`config.mk`:
```
export PLATFORM = sky130hd
export DESIGN_NAME = tm_sr_emulator_flat
export DESIGN_NICKNAME = d
export VERILOG_FILES = /design/src/rtl/tm_sr_emulator_pkg.sv /design/src/rtl/tm_sr_emulator_if.sv /design/src/rtl/tm_sync_edge.sv /design/src/rtl/tm_sr_emulator.sv /design/src/flat_wrapper.sv
export SDC_FILE = /design/constraint.sdc
export NUM_CORES = 1
export LEC_CHECK = 0
export ABC_AREA = 1
export ABC_CLOCK_PERIOD_IN_PS = 17800
export BUFFER_PORTS_ARGS = -buffer_cell sky130_fd_sc_hd__buf_2
export CORE_MARGIN = 10
export CORE_UTILIZATION = 58
export DETAILED_ROUTE_END_ITERATION = 12
export GPL_ROUTABILITY_DRIVEN = 0
export GPL_TIMING_DRIVEN = 0
export PLACE_DENSITY_LB_ADDON = 0.1
export SLEW_MARGIN = 20
export SYNTH_ARGS = -nofsm -noshare
export SYNTH_HDL_FRONTEND = slang
export SYNTH_HIERARCHICAL = 1
export SYNTH_SLANG_ARGS = --single-unit
export TNS_END_PERCENT = 20
```
`constraint.sdc`:
```
create_clock -name clk -period 17.8 [get_ports clk]
set_input_delay 0 -clock clk [delete_from_list [all_inputs] [get_ports clk]]
set_output_delay 0 -clock clk [all_outputs]
set_load 0.02 [all_outputs]
```
`src/rtl/tm_sr_emulator_pkg.sv`:
```
`default_nettype none
// ============================================================================
// Module      : tm_sr_emulator_pkg
// Description : Shared constants and FSM encoding for the TMIIa shift-register
//               chip-side emulator.
// Revision    : 1.0 - initial release
// ============================================================================
package tm_sr_emulator_pkg;

    // Defaults match the shift-register controller on the other end of the link.
    localparam int c_tm_width     = 170;
    localparam int c_tm_cnt_width = 8;

    typedef logic [1:0] state_t;

    localparam state_t c_st_idle     = 2'd0;
    localparam state_t c_st_shifting = 2'd1;
    localparam state_t c_st_load     = 2'd2;

endpackage
`default_nettype wire

```
`src/rtl/tm_sr_emulator_if.sv`:
```
`default_nettype none
// ============================================================================
// Module      : tm_sr_emulator_if
// Description : Serial link plus host-side preload/readback bundle.
// Revision    : 1.0 - initial release
// ============================================================================
interface tm_sr_emulator_if #(
    parameter int WIDTH     = tm_sr_emulator_pkg::c_tm_width,
    parameter int CNT_WIDTH = tm_sr_emulator_pkg::c_tm_cnt_width
) ();
    logic                 sr_clk;
    logic                 sr_din;
    logic                 sr_load;
    logic                 sr_dout;
    logic                 preload_en;
    logic [WIDTH-1:0]     preload_data;
    logic [WIDTH-1:0]     cfg_out;
    logic                 cfg_valid;
    logic                 frame_err;
    logic [CNT_WIDTH-1:0] shift_count;
    logic                 busy;

    modport master (
        output sr_clk, sr_din, sr_load, preload_en, preload_data,
        input  sr_dout, cfg_out, cfg_valid, frame_err, shift_count, busy
    );

    modport slave (
        input  sr_clk, sr_din, sr_load, preload_en, preload_data,
        output sr_dout, cfg_out, cfg_valid, frame_err, shift_count, busy
    );
endinterface
`default_nettype wire

```
`src/rtl/tm_sync_edge.sv`:
```
`default_nettype none
// ============================================================================
// Module      : tm_sync_edge
// Description : Two-flop synchronizer followed by a history flop; emits a
//               one-cycle pulse on each rising edge of the async input.
// Revision    : 1.0 - initial release
// ============================================================================
module tm_sync_edge (
    input  wire logic clk,
    input  wire logic rst,
    input  wire logic i_async,
    output logic      o_rise
);
    logic r_meta;
    logic r_sync;
    logic r_hist;

    always_ff @(posedge clk or posedge rst) begin
        if (rst) begin
            r_meta <= 1'b0;
            r_sync <= 1'b0;
            r_hist <= 1'b0;
        end else begin
            r_meta <= i_async;
            r_sync <= r_meta;
            r_hist <= r_sync;
        end
    end

    assign o_rise = r_sync & ~r_hist;
endmodule
`default_nettype wire

```
`src/rtl/tm_sr_emulator.sv`:
```
`default_nettype none
// ============================================================================
// Module      : tm_sr_emulator
// Description : Chip end of the TMIIa configuration shift-register link, for
//               FPGA loopback testing of the controller.
// Revision    : 1.0 - initial release
// ============================================================================
module tm_sr_emulator
    import tm_sr_emulator_pkg::*;
#(
    parameter int               WIDTH           = c_tm_width,
    parameter int               CNT_WIDTH       = c_tm_cnt_width,
    parameter int               SHIFT_DIRECTION = 1,
    parameter logic [WIDTH-1:0] INIT_VALUE      = {WIDTH{1'b0}}
) (
    input  wire logic       clk,
    input  wire logic       rst,
    tm_sr_emulator_if.slave bus
);
    localparam logic [CNT_WIDTH-1:0] c_cnt_max  = {CNT_WIDTH{1'b1}};
    localparam logic [CNT_WIDTH-1:0] c_cnt_full = CNT_WIDTH'(WIDTH);
    localparam logic [CNT_WIDTH-1:0] c_cnt_one  = CNT_WIDTH'(1);

    logic                 w_clk_rise;
    logic                 w_load_rise;
    logic                 r_din_meta;
    logic                 r_din_sync;

    state_t               r_state;
    state_t               w_state_next;
    logic                 w_busy;
    logic                 w_load_act;
    logic                 w_preload_ok;

    logic [WIDTH-1:0]     r_sr;
    logic [WIDTH-1:0]     w_sr_shift;
    logic                 w_shift_out;
    logic                 w_preload_out;
    logic                 c_init_out;
    logic                 r_dout;
    logic [CNT_WIDTH-1:0] r_cnt;
    logic [WIDTH-1:0]     r_cfg;
    logic                 r_valid;
    logic                 r_err;

    tm_sync_edge u_clk_edge (
        .clk     (clk),
        .rst     (rst),
        .i_async (bus.sr_clk),
        .o_rise  (w_clk_rise)
    );

    tm_sync_edge u_load_edge (
        .clk     (clk),
        .rst     (rst),
        .i_async (bus.sr_load),
        .o_rise  (w_load_rise)
    );

    // Data needs no edge history; its second stage lines up with the clock pulse.
    always_ff @(posedge clk or posedge rst) begin
        if (rst) begin
            r_din_meta <= 1'b0;
            r_din_sync <= 1'b0;
        end else begin
            r_din_meta <= bus.sr_din;
            r_din_sync <= r_din_meta;
        end
    end

    generate
        if (SHIFT_DIRECTION != 0) begin : g_msb_out
            assign w_sr_shift    = {r_sr[WIDTH-2:0], r_din_sync};
            assign w_shift_out   = w_sr_shift[WIDTH-1];
            assign w_preload_out = bus.preload_data[WIDTH-1];
            assign c_init_out    = INIT_VALUE[WIDTH-1];
        end else begin : g_lsb_out
            assign w_sr_shift    = {r_din_sync, r_sr[WIDTH-1:1]};
            assign w_shift_out   = w_sr_shift[0];
            assign w_preload_out = bus.preload_data[0];
            assign c_init_out    = INIT_VALUE[0];
        end
    endgenerate

    always_ff @(posedge clk or posedge rst) begin
        if (rst) r_state <= c_st_idle;
        else     r_state <= w_state_next;
    end

    // A load edge coinciding with a clock edge still takes the shift this cycle.
    always_comb begin
        w_state_next = r_state;
        case (r_state)
            c_st_idle: begin
                if (w_load_rise)     w_state_next = c_st_load;
                else if (w_clk_rise) w_state_next = c_st_shifting;
            end
            c_st_shifting: begin
                if (w_load_rise)     w_state_next = c_st_load;
            end
            c_st_load: begin
                w_state_next = w_clk_rise ? c_st_shifting : c_st_idle;
            end
            default: w_state_next = c_st_idle;
        endcase
    end

    always_comb begin
        w_busy       = (r_state == c_st_shifting);
        w_load_act   = (r_state == c_st_load);
        w_preload_ok = (r_state == c_st_idle) && !w_clk_rise && bus.preload_en;
    end

    always_ff @(posedge clk or posedge rst) begin
        if (rst) begin
            r_sr    <= INIT_VALUE;
            r_dout  <= c_init_out;
            r_cnt   <= '0;
            r_cfg   <= '0;
            r_valid <= 1'b0;
            r_err   <= 1'b0;
        end else begin
            r_valid <= w_load_act;
            if (w_clk_rise) begin
                r_sr   <= w_sr_shift;
                r_dout <= w_shift_out;
            end else if (w_preload_ok) begin
                r_sr   <= bus.preload_data;
                r_dout <= w_preload_out;
            end
            if (w_load_act) begin
                r_cfg <= r_sr;
                r_err <= (r_cnt != c_cnt_full);
                r_cnt <= w_clk_rise ? c_cnt_one : '0;
            end else if (w_clk_rise && (r_cnt != c_cnt_max)) begin
                r_cnt <= r_cnt + c_cnt_one;
            end
        end
    end

    assign bus.sr_dout     = r_dout;
    assign bus.cfg_out     = r_cfg;
    assign bus.cfg_valid   = r_valid;
    assign bus.frame_err   = r_err;
    assign bus.shift_count = r_cnt;
    assign bus.busy        = w_busy;
endmodule
`default_nettype wire

```
`src/flat_wrapper.sv`:
```
// flat-port wrapper written by rule: the top's interface ports become plain ports
module tm_sr_emulator_flat import tm_sr_emulator_pkg::*;
#(
    parameter int               WIDTH           = c_tm_width,
    parameter int               CNT_WIDTH       = c_tm_cnt_width,
    parameter int               SHIFT_DIRECTION = 1,
    parameter logic [WIDTH-1:0] INIT_VALUE      = {WIDTH{1'b0}}
)
  (clk, rst, bus_sr_clk, bus_sr_din, bus_sr_load, bus_preload_en, bus_preload_data, bus_sr_dout, bus_cfg_out, bus_cfg_valid, bus_frame_err, bus_shift_count, bus_busy);
  tm_sr_emulator_if #(.WIDTH(WIDTH), .CNT_WIDTH(CNT_WIDTH)) bus_i ();
  input  wire logic clk;
  input  wire logic rst;
  input wire logic [$bits(bus_i.sr_clk)-1:0] bus_sr_clk;
  input wire logic [$bits(bus_i.sr_din)-1:0] bus_sr_din;
  input wire logic [$bits(bus_i.sr_load)-1:0] bus_sr_load;
  input wire logic [$bits(bus_i.preload_en)-1:0] bus_preload_en;
  input wire logic [$bits(bus_i.preload_data)-1:0] bus_preload_data;
  output wire logic [$bits(bus_i.sr_dout)-1:0] bus_sr_dout;
  output wire logic [$bits(bus_i.cfg_out)-1:0] bus_cfg_out;
  output wire logic [$bits(bus_i.cfg_valid)-1:0] bus_cfg_valid;
  output wire logic [$bits(bus_i.frame_err)-1:0] bus_frame_err;
  output wire logic [$bits(bus_i.shift_count)-1:0] bus_shift_count;
  output wire logic [$bits(bus_i.busy)-1:0] bus_busy;
  assign bus_i.sr_clk = bus_sr_clk;
  assign bus_i.sr_din = bus_sr_din;
  assign bus_i.sr_load = bus_sr_load;
  assign bus_i.preload_en = bus_preload_en;
  assign bus_i.preload_data = bus_preload_data;
  assign bus_sr_dout = bus_i.sr_dout;
  assign bus_cfg_out = bus_i.cfg_out;
  assign bus_cfg_valid = bus_i.cfg_valid;
  assign bus_frame_err = bus_i.frame_err;
  assign bus_shift_count = bus_i.shift_count;
  assign bus_busy = bus_i.busy;
  tm_sr_emulator #(.WIDTH(WIDTH), .CNT_WIDTH(CNT_WIDTH), .SHIFT_DIRECTION(SHIFT_DIRECTION), .INIT_VALUE(INIT_VALUE)) u_core (.clk(clk), .rst(rst), .bus(bus_i));
endmodule
```
# == Word-level counts from Yosys, hierarchy flattened ==
# Cells that the tools add are included.
# word_totals
ff_bits,361
inputBits,176
out_inout_bits,182
wordCells,46
# classes
n_addsub,1
n_eq_ne,6
mux,12
n_bitwise,4
reduce_logical,8
# ops
operator,n
two-way mux 170 bit,2
two-way mux 8 bit,2
"!= test 8 bit, second input constant",2
"adder 8 x 1 -> 8 bit, second input constant",1
two-way mux 2 bit,3
one-hot mux 2 bit (3 select lines),1
two-way mux 1 bit,4
nonzero test 2 bit,2
logical AND 1 bit,3
"!= test 3 x 2 -> 1 bit, second input constant",1
AND 1 bit,2
"equality test 2 x 1 -> 1 bit, second input constant",1
"equality test 2 bit, second input constant",1
zero test 2 bit,1
"!= test 2 x 1 -> 1 bit, second input constant",1
NOT 1 bit,2
AND reduction 2 bit,1
zero test 1 bit,1

# == Logic depth before layout (Yosys ltp) ==
# logic_depth
ltp_word,7
ltp_mapped,9
mapped_depth_nobuf,8

# == Modules after synthesis ==
# The synthesis kept the hierarchy.
# modules_own_cells
mod,n_inst,cells_each,area_each_um2,seq_area_each_um2
tm_sr_emulator,1,1731,14975.6,8858.5
tm_sync_edge,2,6,88.8,75.1

# == Worst setup path before layout ==
# No wires, ideal clock.
# synth_timing
kind,register to register
from,"reg u_core.r_cnt[0], in the netlist u_core/bus.shift_count[0]"
to,"reg u_core.r_cnt[0], in the netlist u_core/bus.shift_count[0]"
setup_time_ps,117
arrival_time_ps,1328
required_time_ps,17683
setup_slack_ps,16355
path_stages_with_launch,9
path_buffers,0
synth_period_minus_slack_ps,1445
path_cell_list,dfrtp_1 ha_1 nand2_1 nor2_1 nand2_1 nand2_1 nand2_1 nand2_1 nand2_1
# synth_between
elab_chain_cells,3
elab_cells_between_ends,6
classes_between,1 x add/sub; 1 x eq/ne; 2 x mux; 2 x reduce/logical
# synth_rtl
element,line_no,source
start: declaration,tm_sr_emulator.sv:41,logic [CNT_WIDTH-1:0] r_cnt;
start signal: assignment,tm_sr_emulator.sv:134,r_cnt <= w_clk_rise ? c_cnt_one : '0;
start signal: assignment,tm_sr_emulator.sv:136,r_cnt <= r_cnt + c_cnt_one;
adder 8 x 1 -> 8 bit or != test 8 bit (tied branches),"tm_sr_emulator.sv:136, tm_sr_emulator.sv:135",
two-way mux 8 bit or logical AND 1 bit (tied branches),tm_sr_emulator.sv:135,end else if (w_clk_rise && (r_cnt != c_cnt_max)) begin
two-way mux 8 bit or nonzero test 2 bit (tied branches),--,
# Several ways; a longest one is shown, not always the timed one. The select of a mux whose other input is x is not followed.
# A chain may end at the register's enable or synchronous reset.

# == Worst setup path in the final report ==
# layout_timing
from,reg u_core.u_clk_edge.r_sync
to,reg u_core.r_sr[145]
# layout_between
elab_chain_cells,5
elab_cells_between_ends,6
classes_between,1 x mux; 1 x bitwise; 4 x reduce/logical
# layout_rtl
element,line_no,source
start: declaration,tm_sync_edge.sv:15,logic r_sync;
start signal: assignment,tm_sync_edge.sv:25,r_sync <= r_meta;
AND 1 bit (*),tm_sync_edge.sv:30,assign o_rise = r_sync & ~r_hist;
via u_core.w_clk_rise,tm_sr_emulator.sv:24,logic w_clk_rise;
zero test 1 bit,tm_sr_emulator.sv:111,w_preload_ok = (r_state == c_st_idle) && !w_clk_rise && bus.preload_en;
logical AND 1 bit (2 in a row),tm_sr_emulator.sv:111,
nonzero test 2 bit (no source line),--,
end signal: assignment,tm_sr_emulator.sv:125,r_sr <= w_sr_shift;
end signal: assignment,tm_sr_emulator.sv:128,r_sr <= bus.preload_data;
end: declaration,tm_sr_emulator.sv:35,logic [WIDTH-1:0] r_sr;
# The timed path passes the listed nets; every way through them passes the cells marked *.

==> tab_implementation.tex <==
\begin{tabular}{lr}
\hline
Metric & Value \\
\hline
\multicolumn{2}{l}{\textbf{Timing}} \\
Worst slew margin relative to its limit & 0.614 \\
Slew @ Worst Pin & about 0.58 ns \\
Layout Skew & 0.0166 ns \\
Total count of hold-check failures in the final report & 0 \\
Setup TNS & 0 ns \\
Unrepaired setup endpoints after global routing & false \\
Ratio of final minimum period to clock period & 0.106 \\
Final critical path time including I/O delays and setup & between 1.5 and 2 ns \\
Peak clock frequency supported by timing & 528 MHz \\
Final setup fails & 0 \\
Max Transition Viols Final & 0 \\
\multicolumn{2}{l}{\textbf{GRT}} \\
GR Overflow Total & 0 \\
Number of global-route vias before repair & about 15k \\
All-Layer GR Usage & 0.287 \\
Antenna violations before repair & 3 \\
Largest net degree at the start of global routing & 106 \\
Wire length of the first global-routing pass & approximately 78 mm \\
\multicolumn{2}{l}{\textbf{Clock tree}} \\
PostCTS Resize Cnt & 0 \\
Depth of the CTS H-tree & 2 \\
Clk sinks & 360 \\
Clock buffers created by TritonCTS & 38 \\
Clock tree root buffer cell & clkbuf\_16 \\
Clock latency on the worst-skew pair & 0.53 ns \\
Post-CTS clock slew at the launch and capture registers of the worst setup and hold paths & 0.06 ns \\
Clock tree from TritonCTS & built \\
Clk buf depth & 3 \\
\multicolumn{2}{l}{\textbf{Final layout}} \\
Utilization of the core after routing & 0.791 \\
Share of post-route cells with drive strength above 1 & 0.226 \\
Growth of design area from synthesis to finish & 35.3\% \\
Final std cells w/o fill & roughly 2.7k \\
Net count, final & 2496 \\
Fill cell count & between 1.5k and 2k \\
\multicolumn{2}{l}{\textbf{Job}} \\
Reported max-cap violation count & 0 \\
\multicolumn{2}{l}{\textbf{Synthesis}} \\
Top FF cell, synth & dfrtp\_1 \\
Cell count after synthesis & roughly 1.7k \\
Xor/xnor share of the synthesized area & 0.00116 \\
Asr flop ratio synth & 1.00 \\
Largest area contributor in the netlist & dfrtp\_1 \\
Leading post-synthesis cells by instance count & 529 x nand2\_1, 360 x dfrtp\_1, 307 x o21ai\_1 \\
Synthesized netlist net count & approximately 1.9k \\
Number of distinct standard cells referenced by the synthesized netlist & 26 \\
Multiplexer share of the synthesized area & 0 \\
Most used standard cell by instance count after synthesis & nand2\_1 \\
Synth Warn \# & 6 \\
Post-synth design cell area & $\sim$0.015 mm2 \\
Area fraction of the dominant cell type after synthesis & 0.595 \\
Number of flops mapped to enable cells by yosys & 0 \\
Share of the yosys chip area belonging to registers & 0.595 \\
Share of synthesized cell area in full adder, half adder and majority cells & 0.00165 \\
Post-synthesis simple-gate area fraction & 0.142 \\
Main combinational cell family by area after synthesis & compound AO/OA/AOI/OAI gates \\
Flops \& latches, synth & 360 \\
Top post-synthesis cells by area & dfrtp\_1 59\%, nand2\_1 13\%, o21ai\_1 10\% \\
Synthesized area per cell & 8.69 um2 \\
Post-synthesis compound-gate area fraction & 0.172 \\
\multicolumn{2}{l}{\textbf{Critical path}} \\
Sum of buffers and inverters on the critical path & 4 \\
Endpoint arrival time on the critical path & 2.32 ns \\
Series of cell instances along the critical path & inv\_1 > nor2\_2 > inv\_2 > buf\_2 > buf\_2 > nand2\_1 > o21ai\_0 > nand2\_1 > o21ai\_0 \\
Element type at the critical path end & flip-flop \\
Critical path's slowest cell & dfrtp\_1 \\
Critical register-to-register path startpoint & u\_core/u\_clk\_edge/r\_sync\$\_DFF\_PP0\_ \\
Startpoint of the most critical setup path & u\_core/u\_clk\_edge/r\_sync\$\_DFF\_PP0\_ \\
Type of the setup path with the least slack & flip-flop to flip-flop \\
Category of cells accounting for the largest share of critical-path delay & buffers and inverters \\
Required time of the critical path & $\sim$18 ns \\
Slowest cell delay on critical path & about 0.37 ns \\
Crit-path max FO & 10 \\
Startpoint class of the critical path & flip-flop \\
\multicolumn{2}{l}{\textbf{Place}} \\
Number of buffers added on ports & roughly 360 \\
HPWL Detailed & 31.2 mm \\
Count of placed standard cells including taps & around 2.4k \\
\multicolumn{2}{l}{\textbf{Floorplan}} \\
Initial cell density of the core & 0.585 \\
I/O pin count & 358 \\
Die height & 182 um \\
Rows & 59 \\
Die width & around 180 um \\
Area of the die & 0.0330 mm2 \\
Core region area & about 0.026 mm2 \\
\multicolumn{2}{l}{\textbf{Detailed routing}} \\
DRT iter0 DRCs & between 1k and 1.5k \\
Router iterations before antenna repair & 5 \\
Detailed-route vias per instance & about 5.4 \\
WL final & 48.8 mm \\
DR vias & roughly 14k \\
Count of antenna-violating nets left after detailed routing & 0 \\
DRC errors left & 0 \\
Wire length per cell after detailed routing & around 18 um \\
\multicolumn{2}{l}{\textbf{Power}} \\
Largest voltage drop on the vdd net & around 0.00011 V \\
Power per cell area & between 100 and 150 mW/mm2 \\
Total power of the final layout & between 2 and 3 mW \\
Standby leakage power & 10.6 nW \\
\multicolumn{2}{l}{\textbf{Run status}} \\
Outcome & complete, no violations \\
\multicolumn{2}{l}{\textbf{Worst hold path}} \\
Tightest Hold Check Type & input port to async pin \\
\hline
\end{tabular}
==> report_power, final <==
part | switching (mW) | total (mW) | leakage (nW) | internal (mW)
Combinational | 0.492 | 0.734 | 5.42 | 0.242
Clock | 0.321 | 0.813 | 0.649 | 0.491
Sequential | 0.0926 | 1.10 | 4.54 | 1.01
==> flip-flops by register name (all words and copies together), names as in the netlist, 2 cells and up <==
| signal | flops |
|---|---|
| u_core/bus.cfg_out | 170 |
| u_core/r_sr | 170 |
| u_core/bus.shift_count | 8 |
| u_core/r_state | 2 |
==> final timing paths <==
check                                                   endpoint  slack [ns]  cells after the start
setup / recovery                    u_core/r_sr[145]$_DFFE_PP0P_       15.91                      9
hold / removal             u_core/bus.shift_count[6]$_DFFE_PP0P_        0.13                      3
setup reg to reg                    u_core/r_sr[145]$_DFFE_PP0P_       15.91                      9
hold reg to reg               u_core/u_clk_edge/r_sync$_DFF_PP0_        0.36                      0
max in group asynchronous            u_core/r_sr[72]$_DFFE_PP0P_       16.34                      5
min in group clk              u_core/u_clk_edge/r_meta$_DFF_PP0_        0.15                      2
==> per-stage QoR <==
stage               hold WS (ns)  cell area, um2  setup slack, ns
finish                     0.135           20500            15.91
global route               0.141           20500            15.85
CTS                        0.131           20500            15.98
detailed placement       -0.0581           17400            16.02
global placement          -0.102           17400             4.16
floorplan                 -0.246           15200             7.98
==> routing by layer <==
| layer | vias up | global-route usage | wire (um) |
|---|---|---|---|
| met1 | 6893 | 0.347 | 18800 |
| li1 | 6715 | - | - |
| met3 | 175 | 0.0883 | 4720 |
| met4 | 0 | 0.144 | 2530 |
| met5 | - | 0 | 0 |
| met2 | 715 | 0.458 | 22700 |
==> kinds of logic after synthesis <==
family | after synthesis
AOI/OAI and AO/OA | 519
xor gates and xnor gates | 2
adders and majority gates | 2
buffers and inverters | 300
DFF | 360
and+or+nand+nor | 560
==> layout make-up <==
class,instances,area (um2),area share
flip-flops and latches,360,9010,0.439
multi-input cells,1083,4810,0.235
repair buffers,535,3620,0.177
clock buffers,56,1150,0.0561
inverters,188,713,0.0348
plain buffers,112,627,0.0306
well taps,335,419,0.0204
clock inverters,13,144,0.00702
diodes,4,10.0,0.000488
==> what timing repair did <==
action,in CTS,in global routing
hold endpoints to repair,258,0
hold buffers,175,0
setup buffers,0,0
==> worst register-to-register path, cell delays in order (launching register included) <==
cell	delay (ns)
dfrtp_1	0.37
inv_1	0.06
nor2_2	0.05
inv_2	0.22
buf_2	0.37
buf_2	0.30
nand2_1	0.11
o21ai_0	0.13
nand2_1	0.10
o21ai_0	0.09
==> layout by cell type (no fill, tap or decap), types with 10 or more instances in the layout <==
cell           Yosys  layout
clkbuf_8           0      11
nand2_1          529     529
o21ai_0          205     205
dlygate4sd3_1      0     175
buf_4             11      11
inv_1            185     184
nand3_1           11      11
buf_2             78     435
dfrtp_1          360     360
nor2_1            10      10
o21ai_1          307     307
clkbuf_1          14      20
clkbuf_16          0      39
No activity file was read; power rests on OpenSTA's default activity.
